===== src/rtl/traffic_pkg.sv =====
// Shared definitions for the traffic lamp monitor: FSM states, fault causes
// and the bit layout of the six-lamp vector.
package traffic_pkg;

    typedef enum logic [1:0] {
        ST_INIT    = 2'd0,
        ST_MONITOR = 2'd1,
        ST_FAULT   = 2'd2
    } state_e;

    localparam logic [2:0] FC_NONE      = 3'd0;
    localparam logic [2:0] FC_CONFLICT  = 3'd1;
    localparam logic [2:0] FC_INVALID   = 3'd2;
    localparam logic [2:0] FC_CLEARANCE = 3'd3;
    localparam logic [2:0] FC_WATCHDOG  = 3'd4;

    localparam int LAMP_W  = 6;
    localparam int LAMP_R1 = 0;
    localparam int LAMP_Y1 = 1;
    localparam int LAMP_G1 = 2;
    localparam int LAMP_R2 = 3;
    localparam int LAMP_Y2 = 4;
    localparam int LAMP_G2 = 5;

    typedef logic [LAMP_W-1:0] lamp_t;

    localparam lamp_t LAMPS_RED_RED = lamp_t'((1 << LAMP_R1) | (1 << LAMP_R2));

    // A direction is well-formed only when exactly one of its three lamps is lit.
    function automatic logic exactlyOne(input logic r, input logic y, input logic g);
        return ({r, y, g} == 3'b100) || ({r, y, g} == 3'b010) || ({r, y, g} == 3'b001);
    endfunction

endpackage


===== src/rtl/traffic_blinker.sv =====
// Fault flash generator: square wave with a half-period of BLINK_CYCLES,
// starting in the lit phase on the first cycle it is enabled.
module traffic_blinker #(
    parameter int unsigned BLINK_CYCLES = 8_000_000
) (
    input  logic clk,
    input  logic rst,
    input  logic enable_i,
    output logic blink_o
);

    localparam int CNT_W = (BLINK_CYCLES > 1) ? $clog2(BLINK_CYCLES) : 1;

    logic [CNT_W-1:0] cnt_q;
    logic             blink_q;

    // Held preloaded to the lit phase while disabled so entry always starts on.
    always_ff @(posedge clk or posedge rst) begin
        if (rst) begin
            cnt_q   <= '0;
            blink_q <= 1'b1;
        end else if (!enable_i) begin
            cnt_q   <= '0;
            blink_q <= 1'b1;
        end else if (cnt_q == CNT_W'(BLINK_CYCLES - 1)) begin
            cnt_q   <= '0;
            blink_q <= ~blink_q;
        end else begin
            cnt_q <= cnt_q + CNT_W'(1);
        end
    end

    assign blink_o = blink_q;

endmodule


===== src/rtl/traffic_lamp_monitor.sv =====
// Safety monitor between a traffic light controller and the lamp drivers:
// passes lamp requests through one cycle late and latches a flashing fault on any unsafe pattern.
module traffic_lamp_monitor
    import traffic_pkg::*;
#(
    parameter int unsigned MIN_CLEAR_CYCLES = 48,
    parameter int unsigned WATCHDOG_CYCLES  = 1_600_000_000,
    parameter int unsigned BLINK_CYCLES     = 8_000_000
) (
    input  logic       clk,
    input  logic       rst,
    input  logic       red1,
    input  logic       yellow1,
    input  logic       green1,
    input  logic       red2,
    input  logic       yellow2,
    input  logic       green2,
    output logic       lamp_red1,
    output logic       lamp_yellow1,
    output logic       lamp_green1,
    output logic       lamp_red2,
    output logic       lamp_yellow2,
    output logic       lamp_green2,
    output logic       fault,
    output logic [2:0] fault_code
);

    localparam int AR_W = $clog2(MIN_CLEAR_CYCLES + 1);
    localparam int WD_W = $clog2(WATCHDOG_CYCLES + 1);

    state_e          state_q;
    lamp_t           lamp_q;
    lamp_t           prev_q;
    logic            fault_q;
    logic [2:0]      faultCode_q;
    logic [AR_W-1:0] initCnt_q;
    logic [AR_W-1:0] allRedCnt_q;
    logic [WD_W-1:0] wdCnt_q;

    lamp_t           inVec;
    logic            conflict;
    logic            invalid;
    logic            clearance;
    logic            watchdog;
    logic [31:0]     holdCount;
    logic [2:0]      detectCode;
    logic [AR_W-1:0] allRedCnt_d;
    logic [WD_W-1:0] wdCnt_d;
    logic            blink;

    always_comb begin
        inVec          = '0;
        inVec[LAMP_R1] = red1;
        inVec[LAMP_Y1] = yellow1;
        inVec[LAMP_G1] = green1;
        inVec[LAMP_R2] = red2;
        inVec[LAMP_Y2] = yellow2;
        inVec[LAMP_G2] = green2;
    end

    // Checks look at the current inputs so an unsafe pattern is caught before it is ever registered onto the lamps.
    always_comb begin
        conflict  = (yellow1 | green1) & (yellow2 | green2);
        invalid   = !exactlyOne(red1, yellow1, green1) || !exactlyOne(red2, yellow2, green2);
        clearance = ((green1 & ~prev_q[LAMP_G1]) | (green2 & ~prev_q[LAMP_G2]))
                    && (32'(allRedCnt_q) < MIN_CLEAR_CYCLES);
        holdCount = (inVec == prev_q) ? 32'(wdCnt_q) + 32'd1 : 32'd1;
        watchdog  = (holdCount >= WATCHDOG_CYCLES);
        wdCnt_d   = WD_W'(holdCount);

        allRedCnt_d = '0;
        if (red1 && red2) begin
            allRedCnt_d = (32'(allRedCnt_q) >= MIN_CLEAR_CYCLES) ? allRedCnt_q
                                                                 : allRedCnt_q + AR_W'(1);
        end

        detectCode = FC_NONE;
        if (conflict)       detectCode = FC_CONFLICT;
        else if (invalid)   detectCode = FC_INVALID;
        else if (clearance) detectCode = FC_CLEARANCE;
        else if (watchdog)  detectCode = FC_WATCHDOG;
    end

    always_ff @(posedge clk or posedge rst) begin
        if (rst) begin
            state_q     <= ST_INIT;
            lamp_q      <= LAMPS_RED_RED;
            prev_q      <= '0;
            fault_q     <= 1'b0;
            faultCode_q <= FC_NONE;
            initCnt_q   <= '0;
            allRedCnt_q <= '0;
            wdCnt_q     <= '0;
        end else begin
            case (state_q)
                ST_INIT: begin
                    lamp_q      <= LAMPS_RED_RED;
                    prev_q      <= inVec;
                    allRedCnt_q <= allRedCnt_d;
                    if (32'(initCnt_q) >= MIN_CLEAR_CYCLES - 1) begin
                        state_q   <= ST_MONITOR;
                        initCnt_q <= '0;
                        wdCnt_q   <= '0;
                    end else begin
                        initCnt_q <= initCnt_q + AR_W'(1);
                    end
                end
                ST_MONITOR: begin
                    if (detectCode != FC_NONE) begin
                        state_q     <= ST_FAULT;
                        fault_q     <= 1'b1;
                        faultCode_q <= detectCode;
                        lamp_q      <= '0;
                    end else begin
                        lamp_q      <= inVec;
                        prev_q      <= inVec;
                        allRedCnt_q <= allRedCnt_d;
                        wdCnt_q     <= wdCnt_d;
                    end
                end
                ST_FAULT: begin
                    lamp_q <= '0;
                end
                default: begin
                    state_q <= ST_FAULT;
                end
            endcase
        end
    end

    traffic_blinker #(
        .BLINK_CYCLES(BLINK_CYCLES)
    ) u_blinker (
        .clk     (clk),
        .rst     (rst),
        .enable_i(state_q == ST_FAULT),
        .blink_o (blink)
    );

    assign lamp_red1    = lamp_q[LAMP_R1];
    assign lamp_green1  = lamp_q[LAMP_G1];
    assign lamp_red2    = lamp_q[LAMP_R2];
    assign lamp_green2  = lamp_q[LAMP_G2];
    assign lamp_yellow1 = fault_q ? blink : lamp_q[LAMP_Y1];
    assign lamp_yellow2 = fault_q ? blink : lamp_q[LAMP_Y2];
    assign fault        = fault_q;
    assign fault_code   = faultCode_q;

endmodule


===== config.mk =====
export PLATFORM = sky130hd
export DESIGN_NAME = traffic_lamp_monitor
export DESIGN_NICKNAME = d
export VERILOG_FILES = /design/src/rtl/traffic_pkg.sv /design/src/rtl/traffic_blinker.sv /design/src/rtl/traffic_lamp_monitor.sv
export SDC_FILE = /design/constraint.sdc
export NUM_CORES = 1
export LEC_CHECK = 0
export CAP_MARGIN = 20
export CORE_MARGIN = 5
export CORE_UTILIZATION = 60
export DETAILED_ROUTE_END_ITERATION = 16
export GPL_TIMING_DRIVEN = 1
export MAX_ROUTING_LAYER = met4
export PLACE_DENSITY = 0.78
export SLEW_MARGIN = 20
export SYNTH_ARGS = -nofsm -noshare
export SYNTH_HDL_FRONTEND = slang
export SYNTH_SLANG_ARGS = --single-unit

===== constraint.sdc =====
create_clock -name clk -period 10 [get_ports clk]
set_input_delay 2 -clock clk [delete_from_list [all_inputs] [get_ports clk]]
set_output_delay 2 -clock clk [all_outputs]
set_load 0.005 [all_outputs]

# ---- After elaboration in Yosys (flattened, before gate mapping)
# Index checks and enable logic that the tools add are counted.
# Widths: inputs -> output; s select.
dict set report totals {
  reg_bits 85
  input_bits 8
  out_inout_bits 10
  wordCells 85
}
dict set report op_classes {
  add_sub_neg 4
  n_lt_le_gt_ge 4
  eq_ne 14
  mux 26
  bitwise 10
  n_reduce_logical 17
}
# operator n
set op_table {}
lappend op_table {{$mux 31} 2}
lappend op_table {{$pmux 31 s2} 1}
lappend op_table {{$mux 23} 2}
lappend op_table {{$mux 6} 6}
lappend op_table {{$add 31x1->32 const B} 1}
lappend op_table {{$ge 32x31->1 const B} 1}
lappend op_table {{$mux 32} 1}
lappend op_table {{$pmux 6 s2} 2}
lappend op_table {{$add 23x1->23 const B} 1}
lappend op_table {{$eq 23x23->1 const B} 1}
lappend op_table {{$pmux 6 s3} 1}
lappend op_table {{$add 6x1->6 const B} 2}
lappend op_table {{$ge 6x6->1 const B} 2}
lappend op_table {{$mux 3} 4}
lappend op_table {{$ne 2x2->1 const B} 4}
lappend op_table {{$eq 3x1->1 const B} 2}
lappend op_table {{$eq 3x2->1 const B} 2}
lappend op_table {{$eq 3x3->1 const B} 2}
lappend op_table {{$eq 6x6->1} 1}
lappend op_table {{$lt 6x6->1 const B} 1}
lappend op_table {{$pmux 2 s3} 1}
lappend op_table {{$reduce_and 3->1} 2}
lappend op_table {{$reduce_bool 3->1} 2}
lappend op_table {{$logic_or 1x1->1} 5}
lappend op_table {{12 further kinds} 26}

# ---- Logic depth before layout (Yosys ltp)
# Gate-level depths: netlist of run 1.
dict set report logic_depth {
  depth_word 10
  depth_mapped 13
  ltp_nobuf 10
}

# ---- Hierarchy
# Synthesis of run 1 repeated with hierarchy kept, for this count alone.
dict set report hier_totals {
  cells_unflattened 591
  area_unflattened_um2 5157.4
}
# mod instances cells_per_inst area_per_inst_um2 seq_area_each_um2
set modules_own_cells {}
lappend modules_own_cells {traffic_lamp_monitor 1 465 3941.3 1529.0}
lappend modules_own_cells {traffic_blinker 1 126 1216.2 601.8}

# ---- Worst setup path after synthesis of run 1
# No wires, ideal clock.
dict set report synth_timing {
  kind {input to register}
  start {in red2}
  end {reg prev_q[2]}
  setup_ns 0.125
  t_arrival_ns 4.273
  t_required_ns 9.875
  path_slack_ns 5.602
  cell_stages 9
  path_buffers 2
  cell_sequence {clkbuf_1 -> xor2_1 -> nor4_1 -> inv_1 -> a2111oi_2 -> o2111ai_2 -> a21oi_2 -> buf_4 -> mux2_2}
}
dict set report synth_between {
  elab_chain_len 10
  word_cells_on_any_way 17
  cone_classes {1 x order compare; 5 x eq/ne; 5 x mux; 6 x reduce/logical}
}
# element line
set synth_rtl {}
lappend synth_rtl {{start, declared} traffic_lamp_monitor.sv:15} ;# input logic red2,
lappend synth_rtl {{$eq 6x6->1, or another cell as far along} traffic_lamp_monitor.sv:67} ;# holdCount = (inVec == prev_q) ? 32'(wdCnt_q) + 32'd1 : 32'd1;
lappend synth_rtl {{$mux 32 / $logic_or 1x1->1 (equally long branches)} {traffic_lamp_monitor.sv:67, traffic_pkg.sv:31}}
lappend synth_rtl {{$ge 32x31->1 / $logic_or 1x1->1 (equally long branches)} {traffic_lamp_monitor.sv:68, traffic_pkg.sv:31}}
lappend synth_rtl {{$mux 3 / $logic_not 1->1 (equally long branches)} {traffic_lamp_monitor.sv:81, traffic_lamp_monitor.sv:64}}
lappend synth_rtl {{$mux 3 / $logic_or 1x1->1 (equally long branches)} {traffic_lamp_monitor.sv:80, traffic_lamp_monitor.sv:64}}
lappend synth_rtl {{$mux 3 *} traffic_lamp_monitor.sv:79} ;# else if (invalid) detectCode = FC_INVALID;
lappend synth_rtl {{$mux 3 *} traffic_lamp_monitor.sv:78} ;# if (conflict) detectCode = FC_CONFLICT;
lappend synth_rtl {{$reduce_bool 3->1 *} traffic_lamp_monitor.sv:109} ;# if (detectCode != FC_NONE) begin
lappend synth_rtl {{$ne 2x2->1 (no source line) *} --}
lappend synth_rtl {{$reduce_and 2->1 (no source line) *} --}
lappend synth_rtl {{end signal, assigned} traffic_lamp_monitor.sv:98} ;# prev_q <= inVec;
lappend synth_rtl {{end signal, assigned} traffic_lamp_monitor.sv:116} ;# prev_q <= inVec;
lappend synth_rtl {{end, declared} traffic_lamp_monitor.sv:33} ;# lamp_t prev_q;
# Every way passes the cells marked *; elsewhere a longest branch is shown, timed or not.
# A chain may end at the register's enable or synchronous reset.

# ---- Worst setup path after layout of run 1
dict set report layout_timing {
  start {in green1}
  end {reg allRedCnt_q[0]}
}
dict set report layout_between {
  elab_chain_len 10
  word_cells_on_any_way 22
  cone_classes {1 x order compare; 5 x eq/ne; 5 x mux; 4 x bitwise; 7 x reduce/logical}
}
# element line
set layout_rtl {}
lappend layout_rtl {{start, declared} traffic_lamp_monitor.sv:14} ;# input logic green1,
lappend layout_rtl {{$eq 6x6->1, or another cell as far along} traffic_lamp_monitor.sv:67}
lappend layout_rtl {{$mux 32 / $logic_or 1x1->1 (equally long branches)} {traffic_lamp_monitor.sv:67, traffic_pkg.sv:31}}
lappend layout_rtl {{$ge 32x31->1 / $logic_or 1x1->1 (equally long branches)} {traffic_lamp_monitor.sv:68, traffic_pkg.sv:31}}
lappend layout_rtl {{$mux 3 / $logic_not 1->1 (equally long branches)} {traffic_lamp_monitor.sv:81, traffic_lamp_monitor.sv:64}}
lappend layout_rtl {{$mux 3 / $logic_or 1x1->1 (equally long branches)} {traffic_lamp_monitor.sv:80, traffic_lamp_monitor.sv:64}}
lappend layout_rtl {{$mux 3} traffic_lamp_monitor.sv:79}
lappend layout_rtl {{$mux 3 *} traffic_lamp_monitor.sv:78}
lappend layout_rtl {{$reduce_bool 3->1 *} traffic_lamp_monitor.sv:109}
lappend layout_rtl {{$ne 2x2->1 (no source line) *} --}
lappend layout_rtl {{$reduce_and 2->1 (no source line) *} --}
lappend layout_rtl {{end signal, assigned} traffic_lamp_monitor.sv:99} ;# allRedCnt_q <= allRedCnt_d;
lappend layout_rtl {{end signal, assigned} traffic_lamp_monitor.sv:117} ;# allRedCnt_q <= allRedCnt_d;
lappend layout_rtl {{end, declared} traffic_lamp_monitor.sv:37} ;# logic [AR_W-1:0] allRedCnt_q;
# Marked as above.

==> results of run 1 <==
through the flow:
step	power (mW)	util [%]	hold slack, ns	cell area, sq um	setup WS, ns
final	0.620	65.9	0.484	5360	5.09
after global routing	0.642	65.9	0.513	5360	4.73
after CTS	0.624	65.9	0.490	5360	5.09
after detailed placement	0.367	63.4	0.474	5150	4.70
after global placement	0.366	63.4	0.464	5150	4.87
after floorplan	0.360	-	0.447	4970	5.60
layout by cell type (no fill, tap or decap), drive strengths merged, types with 4 or more instances in the layout:
master and count:
dfrtp 82, nand2 67, o21ai 54, nor2 48, nand3 25, a21oi 23
and3 22, inv 21, xor2 19, o31ai 18, xnor2 17, clkdlybuf4s50 17
nand4 16, nor3 11, nor4 11, ha 10, clkbuf 10, and2 9
o41ai 8, mux2 7, or4 6, buf 5, and4 4
layer usage:
layer | global-route usage, % | wire length (um) | vias up
met1 | 31.0 | 5010 | 2003
met2 | 35.8 | 5030 | 92
met4 | 8.49 | 148 | 0
met5 | - | 0 | -
li1 | - | - | 2002
met3 | 2.91 | 401 | 13
state kept, by name (all words and copies together), names as in the netlist, 2 cells and up:
| signal | count |
|---|---|
| initCnt_q | 6 |
| lamp_q | 6 |
| wdCnt_q | 31 |
| fault_code | 3 |
| state_q | 2 |
| prev_q | 6 |
| allRedCnt_q | 6 |
| u_blinker.cnt_q | 23 |
path summary, 6_finish.rpt:
check | startpoint | endpoint | slack (ns) | depth (start not counted)
min reg2reg | lamp_q[0]$_DFFE_PP1P_ | lamp_q[0]$_DFFE_PP1P_ | 0.48 | 2
max in group asynchronous | rst | wdCnt_q[23]$_DFFE_PP0P_ | 7.33 | 3
min | lamp_q[0]$_DFFE_PP1P_ | lamp_q[0]$_DFFE_PP1P_ | 0.48 | 2
min in group asynchronous | rst | u_blinker.cnt_q[18]$_DFF_PP0_ | 2.15 | 3
max reg2reg | wdCnt_q[2]$_DFFE_PP0P_ | allRedCnt_q[0]$_DFFE_PP0P_ | 6.28 | 9
max | green1 | allRedCnt_q[0]$_DFFE_PP0P_ | 5.09 | 11
cells by family after synthesis:
logic type / count (synthesis)
xor+xnor: 36
compound gates: 131
simple gates: 236
fa+ha+maj: 10
buf+inv: 45
flops: 85
mux: 8
area by class of cell:
class                      instances  area, sq um  area share, %
multi-input combinational        421         2620           48.9
sequential                        85         2130           39.7
clock inverter                     6         76.3           1.42
tap                              105          131           2.45
clock buffer                      10          128           2.38
inverter                          17         65.1           1.21
timing repair buffer              22          211           3.94
worst max-delay path, cell delays in order:
cell and delay [ns]:
clkdlybuf4s50_1 0.52, ha_1 0.34, nand3_1 0.06, nor4_1 0.17
buf_4 0.23, inv_1 0.10, o32ai_1 0.57, nor2_1 0.14
a21oi_2 0.57, nor3b_1 0.17, mux2_2 0.30
power by group:
part           total, mW  switching (mW)  internal, mW
registers          0.343      0.00000512         0.343
logic             0.0162          0.0112       0.00496
clock network      0.260           0.139         0.121
total              0.620           0.150         0.469
synth_stat cells (4+ instances only):
| cell | count |
|---|---|
| dfrtp_1 | 82 |
| nand2_1 | 67 |
| nor2_1 | 48 |
| o21ai_0 | 46 |
| nand3_1 | 24 |
| and3_1 | 22 |
| a21oi_1 | 21 |
| xor2_1 | 19 |
| o31ai_1 | 18 |
| inv_1 | 17 |
| xnor2_1 | 17 |
| clkbuf_1 | 15 |
| nand4_1 | 15 |
| ha_1 | 10 |
| and2_1 | 9 |
| nor3_1 | 9 |
| nor4_1 | 9 |
| o21ai_1 | 8 |
| o41ai_1 | 8 |
| buf_2 | 5 |
| and4_1 | 4 |
| buf_6 | 4 |
| mux2_2 | 4 |
| or4_1 | 4 |
==> impl_metrics.tcl, run 1 <==
set metrics [dict create \
    crit_type "input pin to flip-flop" \
    worstSetupStartpointType "input pin" \
    nets 574 \
    synth_simple_gate_area_share_pct 25.0 \
    htreeDepth 3 \
    fp.dieArea_sq_um 10200 \
    cts_buffer_depth 2 \
    grt_pass1_wl_um 18400 \
    tightest_slew_ns 0.759 \
    finalSetupTns_ns 0 \
    die_height_um 101 \
    fin_worst_skew_ns 0.0127 \
    p_per_area_nw_per_um2 116 \
    cp.arrival_ns 5.17 \
    synthAdderAreaFrac_pct 2.52 \
    rows 33 \
    synthArstFlopShare_pct 100 \
    ys.flop_type "dfrtp_1" \
    coreArea_sq_um 8130 \
    syn_inst 551 \
    drt_iter0_drc 299 \
    slew_violations 0 \
    layout-drive-gt1-share_pct 8.20 \
    synth.avg_cell_area_sq_um 9.01 \
    vias 4110 \
    p_leak_nw 2.25 \
    relSlewSlack_pct 49.4 \
    antenna_left 0 \
    critPathCaptureType "flip-flop" \
    track_usage_pct 23.0 \
    setup_viol 0 \
    min_period_ns 4.91 \
    syn_area_sq_um 4970 \
    worst-path-max-fanout 14 \
    yosys-top-cells-area "dfrtp_1 41%, nand2_1 5.1%, o21ai_0 4.6%" \
    routed_wl_um 10600 \
    ctsResizeCount 0 \
    place_congestion 0.907 \
    clk_latency_ns 0.37 \
    fill_cells 650 \
    cts_setup_buffers 0 \
    synth_cell_type_count 67 \
    ys_ff_latch 85 \
    synth_compound_area_share_pct 17.1 \
    synth_top_area_cell "dfrtp_1" \
    final_cells 666 \
    wl_per_cell_um 15.9 \
    die_w_um 101 \
    clock-root-buffer "clkbuf_8" \
    post-dp-hpwl_um 7170 \
    muxShareOfSynthArea_pct 1.79 \
    yosysTopAreaCellShare_pct 41.3 \
    synth_seq_area_share_pct 42.9 \
    cts_tree "built" \
    start_util_pct 61.1 \
    cts_buffers 9 \
    clock.fmax_mhz 204 \
    synth_top_family_by_area "simple AND/OR/NAND/NOR gates" \
    drt_first_pass_iters 5 \
    hp-class "flip-flop to flip-flop" \
    syn_nets 569 \
    synth_xor_xnor_area_share_pct 6.35 \
    status "completed" \
    fin_crit_sh_pct 49.1 \
    rsz0062_at_grt "no" \
    overflow 0 \
    drc_errors 0 \
    grt_pass1_vias 3977 \
    ys_warn_count 0 \
    worst_ep_required_time_ns 10.26 \
    clkSinkCount 85 \
    antenna_found_initial 0 \
    drt-vias-per-instance 6.17 \
    pin_count 18 \
    peakVddDrop_uv 64.4 \
    syn_to_final_growth_pct 7.96 \
    clk_transition_reported_paths_ns 0.10 \
    grt_max_degree 86 \
    hold_viol 0 \
    antenna_cells 0 \
    placed_cells_incl_taps 650 \
    drv_cap 0 \
    postCtsHoldBufs 0 \
    synth_edf_count 0 \
    portBuffers 17 \
]
No activity file was read; power rests on OpenSTA's default activity.
==> inputs of run 2 (changes only) <==
Clock period 10 ns to 4.8 ns, I/O delays scaled along.
==> impl_metrics.tcl, run 2 (synthesized netlist as in run 1, its figures left out) <==
set metrics [dict create \
    status "completed" \
    pin_count 18 \
    postCtsHoldBufs 0 \
    vias 4140 \
    cts_buffers 9 \
    fp.dieArea_sq_um 10200 \
    rows 33 \
    worst-path-max-fanout 14 \
    wl_per_cell_um 16.0 \
    drt_iter0_drc 267 \
    clk_latency_ns 0.37 \
    die_w_um 101 \
    min_to "u_blinker.cnt_q[0]$_DFF_PP0_" \
    tightest_slew_ns 0.780 \
    fin_util_pct 65.9 \
    worstPathCellList "nand4_1 > nor4_2 > nand4_1 > or4_1 > a2111oi_2 > o2111ai_2 > a21oi_2 > nor3b_1 > mux2_2" \
    cts_setup_buffers 0 \
    grt_pass1_vias 3977 \
    die_height_um 101 \
    final_cell_mix "82 x dfrtp_1, 67 x nand2_1, 48 x nor2_1, 46 x o21ai_0, 24 x nand3_1" \
    crit_path_start "wdCnt_q[2]$_DFFE_PP0P_" \
    drt_first_pass_iters 5 \
    peakVddDrop_uv 205 \
    slew_violations 0 \
    hp-class "flip-flop to flip-flop" \
    fin_crit_sh_pct 79.3 \
    timing.final.ws_setup_ns 0.993 \
    drc_errors 0 \
    syn_to_final_growth_pct 7.96 \
    htreeDepth 3 \
    worst_r2r_startpoint "wdCnt_q[2]$_DFFE_PP0P_" \
    layout_commonest_cell "dfrtp_1" \
    place_congestion 0.906 \
    met3_length_um 573 \
    worstSetupStartpointType "flip-flop" \
    grt_max_degree 65 \
    top_layer "met4" \
    layout-drive-gt1-share_pct 8.20 \
    worst_ep_required_time_ns 5.05 \
    portBuffers 17 \
    path_common_cell "nand4_1" \
    clk_transition_reported_paths_ns 0.09 \
    finalSetupTns_ns 0 \
    overflow 0 \
    coreArea_sq_um 8130 \
    hold_viol 0 \
    track_usage_pct 23.3 \
    drv_cap 0 \
    hold_depth 1 \
    place_ws_ns 0.678 \
    clock.fmax_mhz 263 \
    max_flop_register "wdCnt_q" \
    ctsResizeCount 0 \
    slowest_stage "a21oi_2" \
    setup_viol 0 \
    cp_slowest_stage_delay_ns 0.58 \
    r2r_end "allRedCnt_q[0]$_DFFE_PP0P_" \
    start_util_pct 61.1 \
    routed_wl_um 10700 \
    fin_hold_ws_ns 0.482 \
    p_per_area_nw_per_um2 240 \
    antenna_left 0 \
    post-dp-hpwl_um 7380 \
    hp-start "u_blinker.cnt_q[0]$_DFF_PP0_" \
    cts_tree "built" \
    met2_length_um 4940 \
    largest_reg_flops 31 \
    power.total_mw 1.29 \
    nets 574 \
    r2r_cells 9 \
    relSlewSlack_pct 48.0 \
    grt_pass1_wl_um 18900 \
    top_regs "wdCnt_q (31), u_blinker.cnt_q (23)" \
    antenna_found_initial 0 \
    p_leak_nw 2.25 \
    drt-vias-per-instance 6.22 \
    fin_worst_skew_ns 0.00855 \
    clock-root-buffer "clkbuf_8" \
    cts_buffer_depth 2 \
    rrSetupSlack_ns 0.99 \
    critPathCaptureType "flip-flop" \
    met1_length_um 4940 \
    cp.arrival_ns 4.06 \
    crit_type "flip-flop to flip-flop" \
    rsz0062_at_grt "no" \
    antenna_cells 0 \
    min_period_ns 3.81 \
    clkSinkCount 85 \
]
[run 2: cell types whose count changed in the layout (fill, tap and decap cells not counted)]
cell / before / now
inv_6: 4 / 2
buf_4: 4 / 5
buf_6: 1 / 0
inv_4: 0 / 1
clkinv_4: 0 / 1
clkinv_2: 1 / 0
inv_8: 1 / 2
[run 2: layer usage]
metal	GRT usage, %	up-vias
li1	-	2008
met1	33.0	1979
met2	34.5	129
met3	3.81	24
met4	7.67	0
met5	-	-
[run 2: final cells by class]
class / instances / area [sq um]
Fill cell: 651 / 2770
Multi-Input combinational cell: 421 / 2620
Sequential cell: 85 / 2130
Timing Repair Buffer: 22 / 208
Tap cell: 105 / 131
Clock buffer: 10 / 128
Clock inverter: 6 / 78.8
Inverter: 17 / 66.3
[run 2: critical path: cells and delay by family (launching register included)]
| family | cells | cell delay [ns] |
|---|---|---|
| AOI/OAI and AO/OA | 3 | 1.23 |
| and+or+nand+nor | 5 | 1.73 |
| muxes | 1 | 0.30 |
| DFF | 1 | 0.45 |
[run 2: metrics by stage]
step / area (sq um) / std cells
final: 5360 / 666
after global routing: 5360 / 666
after CTS: 5360 / 666
after detailed placement: 5150 / 650
after global placement: 5150 / 650
after floorplan: 4970 / 551
[run 2: report_power, final]
| group | internal [mW] | leakage, nW | switching (mW) |
|---|---|---|---|
| Combinational | 0.0101 | 1.00 | 0.0242 |
| Clock | 0.253 | 0.105 | 0.284 |
| Sequential | 0.716 | 1.14 | 0.0000146 |
| Total | 0.978 | 2.25 | 0.308 |
[run 2: worst max-delay path by stage]
stage,depth (start not counted),endpoint
3_5_place_dp,10,allRedCnt_q[0]$_DFFE_PP0P_
2_1_floorplan,9,prev_q[2]$_DFFE_PP0P_
6_report,9,allRedCnt_q[0]$_DFFE_PP0P_
3_3_place_gp,10,allRedCnt_q[0]$_DFFE_PP0P_
5_1_grt,10,allRedCnt_q[0]$_DFFE_PP0P_
4_1_cts,9,allRedCnt_q[0]$_DFFE_PP0P_
